`src/rtl/iohub_pkg.sv`:
```
// Purpose: shared iohub types and constants for the byte/word transmit and receive FSMs.
// Latency: n/a (package only).
// Backpressure: n/a (package only).
package iohub_pkg;

    localparam int BYTE_W = 8;
    localparam int WORD_W = 16;

    // Inter-byte timeout in clock cycles. Zero disables the timeout.
    localparam int RX_TIMEOUT_CYC = 50000;

    // State encodings. The transmit FSM uses the same encodings, so these
    // stay as plain localparams that both FSM enums are built from.
    localparam logic [1:0] ST_IDLE    = 2'd0;
    localparam logic [1:0] ST_WAIT_LO = 2'd1;
    localparam logic [1:0] ST_WRITE   = 2'd2;

    typedef enum logic [1:0] {
        RX_IDLE    = ST_IDLE,
        RX_WAIT_LO = ST_WAIT_LO,
        RX_WRITE   = ST_WRITE
    } rx_state_e;

    // The first byte of a pair is always the high byte.
    function automatic logic [WORD_W-1:0] pack_word(input logic [BYTE_W-1:0] hi,
                                                    input logic [BYTE_W-1:0] lo);
        return {hi, lo};
    endfunction

endpackage

```
`src/rtl/rx_timeout_timer.sv`:
```
// Purpose: inter-byte timeout counter with clear, enable and terminal-count flag.
// Latency: tc_o is combinational from the registered count; clr/en act at the next edge.
// Backpressure: none; counts only while en_i is high.
//
// Ports:
//   clk_i, rst_i  clock and asynchronous active-high reset
//   clr_i         synchronous clear to zero (wins over en_i)
//   en_i          increment the count at the next edge
//   tc_o          count has reached TIMEOUT_CYC-1; held at 0 when TIMEOUT_CYC==0
module rx_timeout_timer
    import iohub_pkg::*;
#(
    parameter int TIMEOUT_CYC = RX_TIMEOUT_CYC,
    parameter int TO_W        = 16
) (
    input  logic clk_i,
    input  logic rst_i,
    input  logic clr_i,
    input  logic en_i,
    output logic tc_o
);

    localparam logic TO_ENABLED = (TIMEOUT_CYC != 0);
    localparam logic [TO_W-1:0] TC_VAL = (TIMEOUT_CYC == 0) ? '0 : TO_W'(TIMEOUT_CYC - 1);

    logic [TO_W-1:0] cnt_q;
    logic [TO_W-1:0] cnt_d;

    always_comb begin
        cnt_d = cnt_q;
        if (clr_i) begin
            cnt_d = '0;
        end else if (en_i) begin
            cnt_d = cnt_q + 1'b1;
        end
    end

    always_ff @(posedge clk_i or posedge rst_i) begin
        if (rst_i) begin
            cnt_q <= '0;
        end else begin
            cnt_q <= cnt_d;
        end
    end

    assign tc_o = TO_ENABLED && (cnt_q == TC_VAL);

endmodule

```
`src/rtl/receiving_fsm.sv`:
```
// Purpose: assembles UART byte pairs (high then low) into 16-bit words for the inbound FIFO.
// Latency: low byte strobed at edge N -> wr_en_o high during cycle N..N+1, FIFO samples at N+1.
// Backpressure: holds the word while fifo_full_i; a new high byte arriving meanwhile drops it (sticky overflow).
//
// Ports:
//   clk_i, rst_i     clock and asynchronous active-high reset
//   rx_byte_i        received byte, qualified by the one-cycle strobe rx_valid_i
//   is_receiving_i   enable; low discards a partial word and ignores rx
//   fifo_full_i      inbound FIFO full
//   wr_en_o, din_o   FIFO write strobe and data {high, low}
//   overflow_o       sticky: a held word was dropped because the FIFO stayed full
//   frame_err_o      sticky: a high byte was discarded by the inter-byte timeout
//   clr_err_i        synchronous clear of both sticky flags (a same-cycle set wins)
//   word_cnt_o       words committed to the FIFO, wraps 0xFFFF -> 0
module receiving_fsm
    import iohub_pkg::*;
#(
    parameter int TIMEOUT_CYC = RX_TIMEOUT_CYC,
    parameter int TO_W        = 16
) (
    input  logic              clk_i,
    input  logic              rst_i,
    input  logic [BYTE_W-1:0] rx_byte_i,
    input  logic              rx_valid_i,
    input  logic              is_receiving_i,
    input  logic              fifo_full_i,
    output logic              wr_en_o,
    output logic [WORD_W-1:0] din_o,
    output logic              overflow_o,
    output logic              frame_err_o,
    input  logic              clr_err_i,
    output logic [15:0]       word_cnt_o
);

    rx_state_e         state_q, state_d;
    logic [BYTE_W-1:0] hi_q, hi_d;
    logic [WORD_W-1:0] din_q, din_d;
    logic              overflow_q, overflow_d;
    logic              frame_err_q, frame_err_d;
    logic [15:0]       word_cnt_q, word_cnt_d;

    logic wr_en;
    logic take_hi;
    logic ovf_set;
    logic ferr_set;
    logic tmr_clr;
    logic tmr_en;
    logic tmr_tc;

    rx_timeout_timer #(
        .TIMEOUT_CYC (TIMEOUT_CYC),
        .TO_W        (TO_W)
    ) u_timer (
        .clk_i (clk_i),
        .rst_i (rst_i),
        .clr_i (tmr_clr),
        .en_i  (tmr_en),
        .tc_o  (tmr_tc)
    );

    // The write strobe depends only on the registered state and the live full
    // flag, so the FIFO sees it one edge after the low byte was captured.
    assign wr_en = (state_q == RX_WRITE) && !fifo_full_i;

    // While disabled, rx strobes are ignored everywhere, including the
    // "next high byte" capture out of WRITE; the pending word still drains.
    assign take_hi = rx_valid_i && is_receiving_i;

    always_comb begin
        state_d  = state_q;
        hi_d     = hi_q;
        din_d    = din_q;
        ovf_set  = 1'b0;
        ferr_set = 1'b0;
        tmr_clr  = 1'b0;
        tmr_en   = 1'b0;

        case (state_q)
            RX_IDLE: begin
                if (take_hi) begin
                    hi_d    = rx_byte_i;
                    tmr_clr = 1'b1;
                    state_d = RX_WAIT_LO;
                end
            end

            RX_WAIT_LO: begin
                if (!is_receiving_i) begin
                    // Disabling abandons the partial word silently.
                    hi_d    = '0;
                    state_d = RX_IDLE;
                end else if (rx_valid_i) begin
                    din_d   = pack_word(hi_q, rx_byte_i);
                    state_d = RX_WRITE;
                end else if (tmr_tc) begin
                    hi_d     = '0;
                    ferr_set = 1'b1;
                    state_d  = RX_IDLE;
                end else begin
                    tmr_en = 1'b1;
                end
            end

            RX_WRITE: begin
                if (!fifo_full_i) begin
                    if (take_hi) begin
                        hi_d    = rx_byte_i;
                        tmr_clr = 1'b1;
                        state_d = RX_WAIT_LO;
                    end else begin
                        state_d = RX_IDLE;
                    end
                end else if (take_hi) begin
                    // The stream has moved on while the FIFO stayed full: the
                    // held word is lost and the new byte starts the next pair.
                    ovf_set = 1'b1;
                    hi_d    = rx_byte_i;
                    tmr_clr = 1'b1;
                    state_d = RX_WAIT_LO;
                end
            end

            default: begin
                state_d = RX_IDLE;
            end
        endcase

        // Set has priority over clear so an event in the clearing cycle is not lost.
        overflow_d  = ovf_set  | (overflow_q  & ~clr_err_i);
        frame_err_d = ferr_set | (frame_err_q & ~clr_err_i);

        word_cnt_d = wr_en ? (word_cnt_q + 16'd1) : word_cnt_q;
    end

    always_ff @(posedge clk_i or posedge rst_i) begin
        if (rst_i) begin
            state_q     <= RX_IDLE;
            hi_q        <= '0;
            din_q       <= '0;
            overflow_q  <= 1'b0;
            frame_err_q <= 1'b0;
            word_cnt_q  <= '0;
        end else begin
            state_q     <= state_d;
            hi_q        <= hi_d;
            din_q       <= din_d;
            overflow_q  <= overflow_d;
            frame_err_q <= frame_err_d;
            word_cnt_q  <= word_cnt_d;
        end
    end

    assign wr_en_o     = wr_en;
    assign din_o       = din_q;
    assign overflow_o  = overflow_q;
    assign frame_err_o = frame_err_q;
    assign word_cnt_o  = word_cnt_q;

endmodule

```
`config.mk`:
```
export PLATFORM = sky130hd
export DESIGN_NAME = receiving_fsm
export DESIGN_NICKNAME = d
export VERILOG_FILES = /design/src/rtl/iohub_pkg.sv /design/src/rtl/rx_timeout_timer.sv /design/src/rtl/receiving_fsm.sv
export SDC_FILE = /design/constraint.sdc
export NUM_CORES = 1
export LEC_CHECK = 0
export BUFFER_PORTS_ARGS = -buffer_cell sky130_fd_sc_hd__buf_2
export CORE_MARGIN = 3
export CORE_UTILIZATION = 49
export DETAILED_ROUTE_END_ITERATION = 10
export GPL_TIMING_DRIVEN = 0
export PLACE_DENSITY = 0.79
export SLEW_MARGIN = 20
export SYNTH_ARGS = -nofsm -noshare
export SYNTH_HDL_FRONTEND = slang
export SYNTH_SLANG_ARGS = --single-unit
export TNS_END_PERCENT = 1
```
`constraint.sdc`:
```
create_clock -name clk_i -period 1.7 [get_ports clk_i]
set_input_delay 0.34 -clock clk_i [delete_from_list [all_inputs] [get_ports clk_i]]
set_output_delay 0.34 -clock clk_i [all_outputs]
set_load 0.03 [all_outputs]
```
==> flow_metrics.py, run 1 <==
metrics = {
    "synth": {
        "synth_enable_flop_cells": 0,
        "synth.distinct_cells": 43,
        "syn_avg_cell_area_sq_um": 12.0,
        "ys_seq_area_frac": 0.570,
        "yosysWarnings": 0,
        "syn-num-nets": 235,
        "muxShareOfSynthArea": 0.0840,
        "netlist.area_leader.share": 0.570,
        "synth_top_family_by_area": "simple AND/OR/NAND/NOR gates",
        "syn_inst": 219,
        "synth_xor_area_frac": 0.0698,
        "synth-seq-cells": 60,
        "synth_fa_ha_area_frac": 0.00949,
        "synth_largest_area_cell": "dfrtp_1",
        "synth-compound-area-share": 0.0660,
        "syn-cell-area_sq_um": 2640,
        "async_reset_ff_frac": 1.00,
        "synth_simple_gate_area_frac": 0.182,
        "ys.flop_type": "dfrtp_1",
        "yosys-top-cells-area": "dfrtp_1 57%, mux2_2 7.3%, xnor2_1 5.6%, nand2_1 2.8%, a22o_1 2.7%",
    },
    "pwr": {
        "ir_drop_v": 0.000854,
        "power_density_nw_per_um2": 1150,
        "leakagePower_nw": 1.63,
        "total_power_mw": 3.86,
    },
    "critical_path": {
        "crit_chain": "or4_4 -> nor4_4 -> buf_6 -> o21ai_4 -> a22o_1",
        "crit_path_start_kind": "register",
        "path_class": "register to register",
        "critPathSlowestCell": "or4_4",
        "cpPeakStageDelay_ns": 0.55,
        "cp_data_arrival_time_ns": 2.06,
        "cp-end-kind": "register",
        "critical_path.max_fanout": 8,
        "required_ns": 1.92,
    },
    "clock_network": {
        "cts_tree": "yes",
        "cts_buffers": 9,
        "insertion_delay_ns": 0.33,
        "cts_max_level": 3,
        "clockBufferDepth": 2,
        "cts_root_buffer": "clkbuf_8",
        "clock-sinks": 60,
        "clkTransAtPathRegs_ns": 0.07,
    },
    "die": {
        "die_height_um": 79.4,
        "start_util": 0.513,
        "fp.dieW_um": 79.4,
        "core_sq_um": 5140,
        "pin_count": 49,
        "fp-row-count": 26,
        "dieArea_sq_um": 6300,
    },
    "final_layout": {
        "multiInputGateArea_sq_um": 1130,
        "n_fill_cell": 410,
        "regArea_sq_um": 1500,
        "antenna_cells": 0,
        "syn_to_final_growth_pct": 27.7,
        "fin_nets": 306,
        "instances_no_fill": 365,
        "final_util": 0.655,
        "drive_above_1_share": 0.373,
        "fin_area_sq_um": 3370,
    },
    "detailed_routing": {
        "drtIter0Drc": 94,
        "first_pass_iters": 4,
        "drc_errors": 0,
        "viasPerCell": 5.47,
        "dr_total_vias": 1997,
        "wl_per_cell_um": 14.8,
        "finalWirelength_um": 5390,
        "ant_nets": 0,
    },
    "timing": {
        "min_period_ns": 1.84,
        "skew_ns": 0.00617,
        "drv_slew": 0,
        "tightest_slew_ns": 0.458,
        "finalHoldWorstSlack_ns": 0.222,
        "fin_crit_sh": 1.09,
        "rsz0062_at_grt": "true",
        "finalSetupViolCount": 16,
        "hold_violations": 0,
        "fmax_mhz": 542,
        "setup_ws_ns": -0.145,
        "relSlewSlack": 0.692,
    },
    "placement": {
        "placed_area_sq_um": 3020,
        "gp_congestion": 0.754,
        "io_buffers": 48,
        "dp.cells": 339,
        "hpwlAfterDp_um": 3640,
    },
    "outcome": {
        "violations": "setup timing",
        "run_status": "complete, but fails checks",
    },
    "global_routing": {
        "grt_pass1_vias": 1871,
        "grt_max_degree": 31,
        "antenna_found_initial": 0,
        "grt_overflow": 0,
        "grt_pass1_wl_um": 8740,
        "grtUsageTotal": 0.180,
    },
    "flow_run": {
        "maxCapViolCount": 0,
    },
    "worst_hold_path": {
        "min_path_type": "primary input to register",
    },
}
-- final timing paths --
path	from	slack, ns	to	depth (start not counted)
worst max-delay path	u_timer.cnt_q[12]	-0.14	hi_q[3]	5
worst min-delay path	clr_err_i	0.22	frame_err_o	2
worst max register to register	u_timer.cnt_q[12]	-0.14	hi_q[3]	5
worst min register to register	word_cnt_o[15]	0.48	word_cnt_o[15]	1
max in group asynchronous	rst_i	0.64	din_o[8]	5
min in group asynchronous	rst_i	0.46	word_cnt_o[13]	3
-- metrics by stage --
| step | TNS, ns | setup WS [ns] |
|---|---|---|
| after floorplan | -1.32 | -0.108 |
| after global placement | -6.25 | -0.275 |
| after detailed placement | -7.55 | -0.332 |
| after CTS | -2.31 | -0.127 |
| after global routing | -2.40 | -0.178 |
| final | -1.54 | -0.145 |
-- critical path, delay by kind of cell, from the launching register on --
kind,cells,cell delay [ns]
simple gates,2,0.85
flops,1,0.38
compound gates,2,0.31
buf+inv,1,0.19
-- logic make-up (layout without fill, tap and decap cells) --
kind of cell / after synthesis / in the layout
multiplexers: 20 / 20
buffers and inverters: 12 / 88
XOR/XNOR: 21 / 21
flip-flops: 60 / 60
AO/OA/AOI/OAI: 23 / 23
AND/OR/NAND/NOR: 81 / 81
adder cells (fa/ha/maj): 2 / 2
-- sequential cells by signal (all words and copies together), names as in the netlist --
| name | cells |
|---|---|
| word_cnt_o | 16 |
| din_o | 16 |
| frame_err_o | 1 |
| u_timer.cnt_q | 16 |
| hi_q | 8 |
| overflow_o | 1 |
| state_q | 2 |
-- area by class of cell --
type / instances / share of cell area
clock buffers: 12 / 0.0461
repair buffers: 60 / 0.110
flip-flops and latches: 60 / 0.447
plain buffers: 7 / 0.0141
well taps: 70 / 0.0260
multi-input cells: 147 / 0.336
inverters: 5 / 0.00669
clock inverters: 4 / 0.0141
-- per-layer routing --
layer | vias to the layer above | global-route usage | share of wire
met5 | - | 0 | 0
met4 | 0 | 0.0515 | 0.0028
met3 | 2 | 0.0669 | 0.050
met2 | 54 | 0.288 | 0.50
met1 | 998 | 0.231 | 0.45
li1 | 943 | - | -
-- synth_stat cells (4+ instances only) --
| cell | count |
|---|---|
| dfrtp_1 | 60 |
| nand2_1 | 20 |
| mux2_2 | 17 |
| xnor2_1 | 17 |
| a22o_1 | 8 |
| nand3_1 | 8 |
| nand4_1 | 8 |
| nor2_1 | 7 |
| inv_1 | 5 |
| o21ai_0 | 5 |
| or3_1 | 5 |
| and3_1 | 4 |
| and4_1 | 4 |
| clkbuf_1 | 4 |
| or4_1 | 4 |
| xor2_1 | 4 |
-- what timing repair did --
item                       4_1_cts  5_1_grt
hold buffers                     1        0
buffers inserted                 6        3
hold endpoints to repair         6        0
pin swaps                        3        6
gates resized for setup         10       12
setup endpoints to repair       39       37
-- placed cells by master (no fill, tap or decap), drive strengths merged, types with 3 or more instances in the layout --
cell type,instances
mux2,17
clkbuf,15
o21ai,6
nand4,8
or4,5
nor2,7
buf,63
xnor2,17
mux2i,3
o211ai,3
and4,4
nand3,8
xor2,4
dfrtp,60
and2,3
inv,4
a22o,8
or3,5
and3,4
nand2,20
nor4,4
-- power breakdown --
group | internal (mW) | switching (mW) | leakage, nW
Sequential | 1.62 | 0.129 | 0.797
Clock | 0.752 | 0.540 | 0.102
Combinational | 0.304 | 0.516 | 0.729
Total | 2.68 | 1.19 | 1.63
No activity file was read; power rests on OpenSTA's default activity.
==> inputs of run 2 (changes only) <==
Settings changed: CORE_ASPECT_RATIO from default to 2, GPL_ROUTABILITY_DRIVEN from default to 0.
==> flow_metrics.py, run 2 (same netlist as run 1, synthesis figures left out) <==
metrics = {
    "timing": {
        "hold_violations": 0,
        "rsz0062_at_grt": "true",
        "setup_ws_ns": -0.170,
        "skew_ns": 0.00817,
        "fin_crit_sh": 1.10,
        "finalSetupViolCount": 28,
        "tightest_slew_ns": 0.629,
        "min_period_ns": 1.87,
        "fmax_mhz": 535,
        "relSlewSlack": 0.580,
        "drv_slew": 0,
    },
    "clock_network": {
        "clockBufferDepth": 2,
        "clock-sinks": 60,
        "insertion_delay_ns": 0.34,
        "clkTransAtPathRegs_ns": 0.07,
        "cts_max_level": 3,
        "cts_tree": "yes",
        "cts_root_buffer": "clkbuf_8",
        "cts_buffers": 9,
    },
    "global_routing": {
        "grt_pass1_vias": 1963,
        "grt_max_degree": 33,
        "grt_util_met3": 0.0635,
        "grtUsageTotal": 0.196,
        "met1_usage": 0.205,
        "busiest_layer": "met2",
        "antenna_found_initial": 0,
        "grt_pass1_wl_um": 9290,
        "met2_usage": 0.335,
        "grt_overflow": 0,
    },
    "final_layout": {
        "final_cell_mix": "60 x dfrtp_1, 47 x buf_2, 20 x nand2_1",
        "final_common_cell": "dfrtp_1",
        "n_fill_cell": 429,
        "final_util": 0.634,
        "fin_nets": 307,
        "syn_to_final_growth_pct": 24.7,
        "fin_area_sq_um": 3290,
        "drive_above_1_share": 0.366,
        "antenna_cells": 0,
    },
    "detailed_routing": {
        "dr_total_vias": 1977,
        "drc_errors": 0,
        "first_pass_iters": 4,
        "ant_nets": 0,
        "drtIter0Drc": 31,
        "finalWirelength_um": 5530,
        "wl_per_cell_um": 15.7,
        "viasPerCell": 5.60,
    },
    "critical_path": {
        "r2r_slack_ns": -0.17,
        "cp_data_arrival_time_ns": 2.09,
        "path_class": "register to register",
        "critical_path.max_fanout": 8,
        "cp-end-kind": "register",
        "required_ns": 1.92,
        "crit_path_start_kind": "register",
    },
    "flow_run": {
        "maxCapViolCount": 0,
    },
    "pwr": {
        "ir_drop_v": 0.000971,
        "power_density_nw_per_um2": 1090,
        "leakagePower_nw": 1.61,
    },
    "worst_hold_path": {
        "min_path_type": "primary input to asynchronous set/reset pin",
    },
    "die": {
        "pin_count": 49,
        "dieArea_sq_um": 6350,
        "fp.dieW_um": 57.9,
        "fp-row-count": 37,
        "die_height_um": 110,
        "core_sq_um": 5180,
        "start_util": 0.508,
    },
    "outcome": {
        "run_status": "complete, but fails checks",
        "violations": "setup timing",
    },
    "placement": {
        "io_buffers": 48,
        "placed_area_sq_um": 2980,
        "hpwlAfterDp_um": 3860,
    },
}
[run 2: routing by layer]
layer  wire [um]  vias to the layer above
li1            -                      932
met1        2060                      992
met2        3100                       38
met3         218                       15
met4         155                        0
met5           0                        -
[run 2: report_power, final]
group / switching (mW) / internal (mW)
Sequential: 0.130 / 1.62
Combinational: 0.509 / 0.288
Clock: 0.511 / 0.514
Total: 1.15 / 2.42
[run 2: worst paths after layout]
kind                                        from          endpoint  depth (start not counted)
worst max-delay path            u_timer.cnt_q[5]           hi_q[3]                          5
worst min-delay path                       rst_i    word_cnt_o[14]                          2
worst max register to register  u_timer.cnt_q[5]           hi_q[3]                          5
worst min register to register    word_cnt_o[15]    word_cnt_o[15]                          1
max in group asynchronous                  rst_i  u_timer.cnt_q[5]                          3
min in group clk_i                     clr_err_i       frame_err_o                          2
[run 2: what timing repair did]
item | 4_1_cts | 5_1_grt
hold endpoints to repair | 0 | 0
pin swaps | 8 | 3
resized for setup | 13 | 7
setup buffers | 7 | 5
setup endpoints to repair | 41 | 39
hold buffers | 0 | 0
[run 2: stage by stage]
step	setup slack, ns	cells	setup TNS [ns]	hold WS [ns]	power (mW)
after detailed placement	-0.328	326	-8.13	0.462	2.58
after global placement	-0.302	325	-6.90	0.457	2.55
after global routing	-0.226	353	-5.42	0.106	3.75
after CTS	-0.214	348	-3.85	0.0950	3.61
final	-0.170	353	-2.28	0.0794	3.57
after floorplan	-0.108	219	-1.32	0.436	2.32
[run 2: layout make-up]
cell class              instances  area, sq um  share of cell area
clock buffers                  12          135              0.0411
multi-input cells             147         1140               0.346
flip-flops and latches         60         1500               0.457
clock inverters                 3         15.0             0.00457
inverters                       5         22.5             0.00685
repair buffers                 61          357               0.108
plain buffers                   7         47.5              0.0145
well taps                      58         72.6              0.0221
[run 2: critical path: stages (launching register included)]
cell     delay [ns]
dfrtp_1        0.38
or4bb_4        0.56
nor4_4         0.33
buf_6          0.19
o21ai_4        0.10
a22o_1         0.19
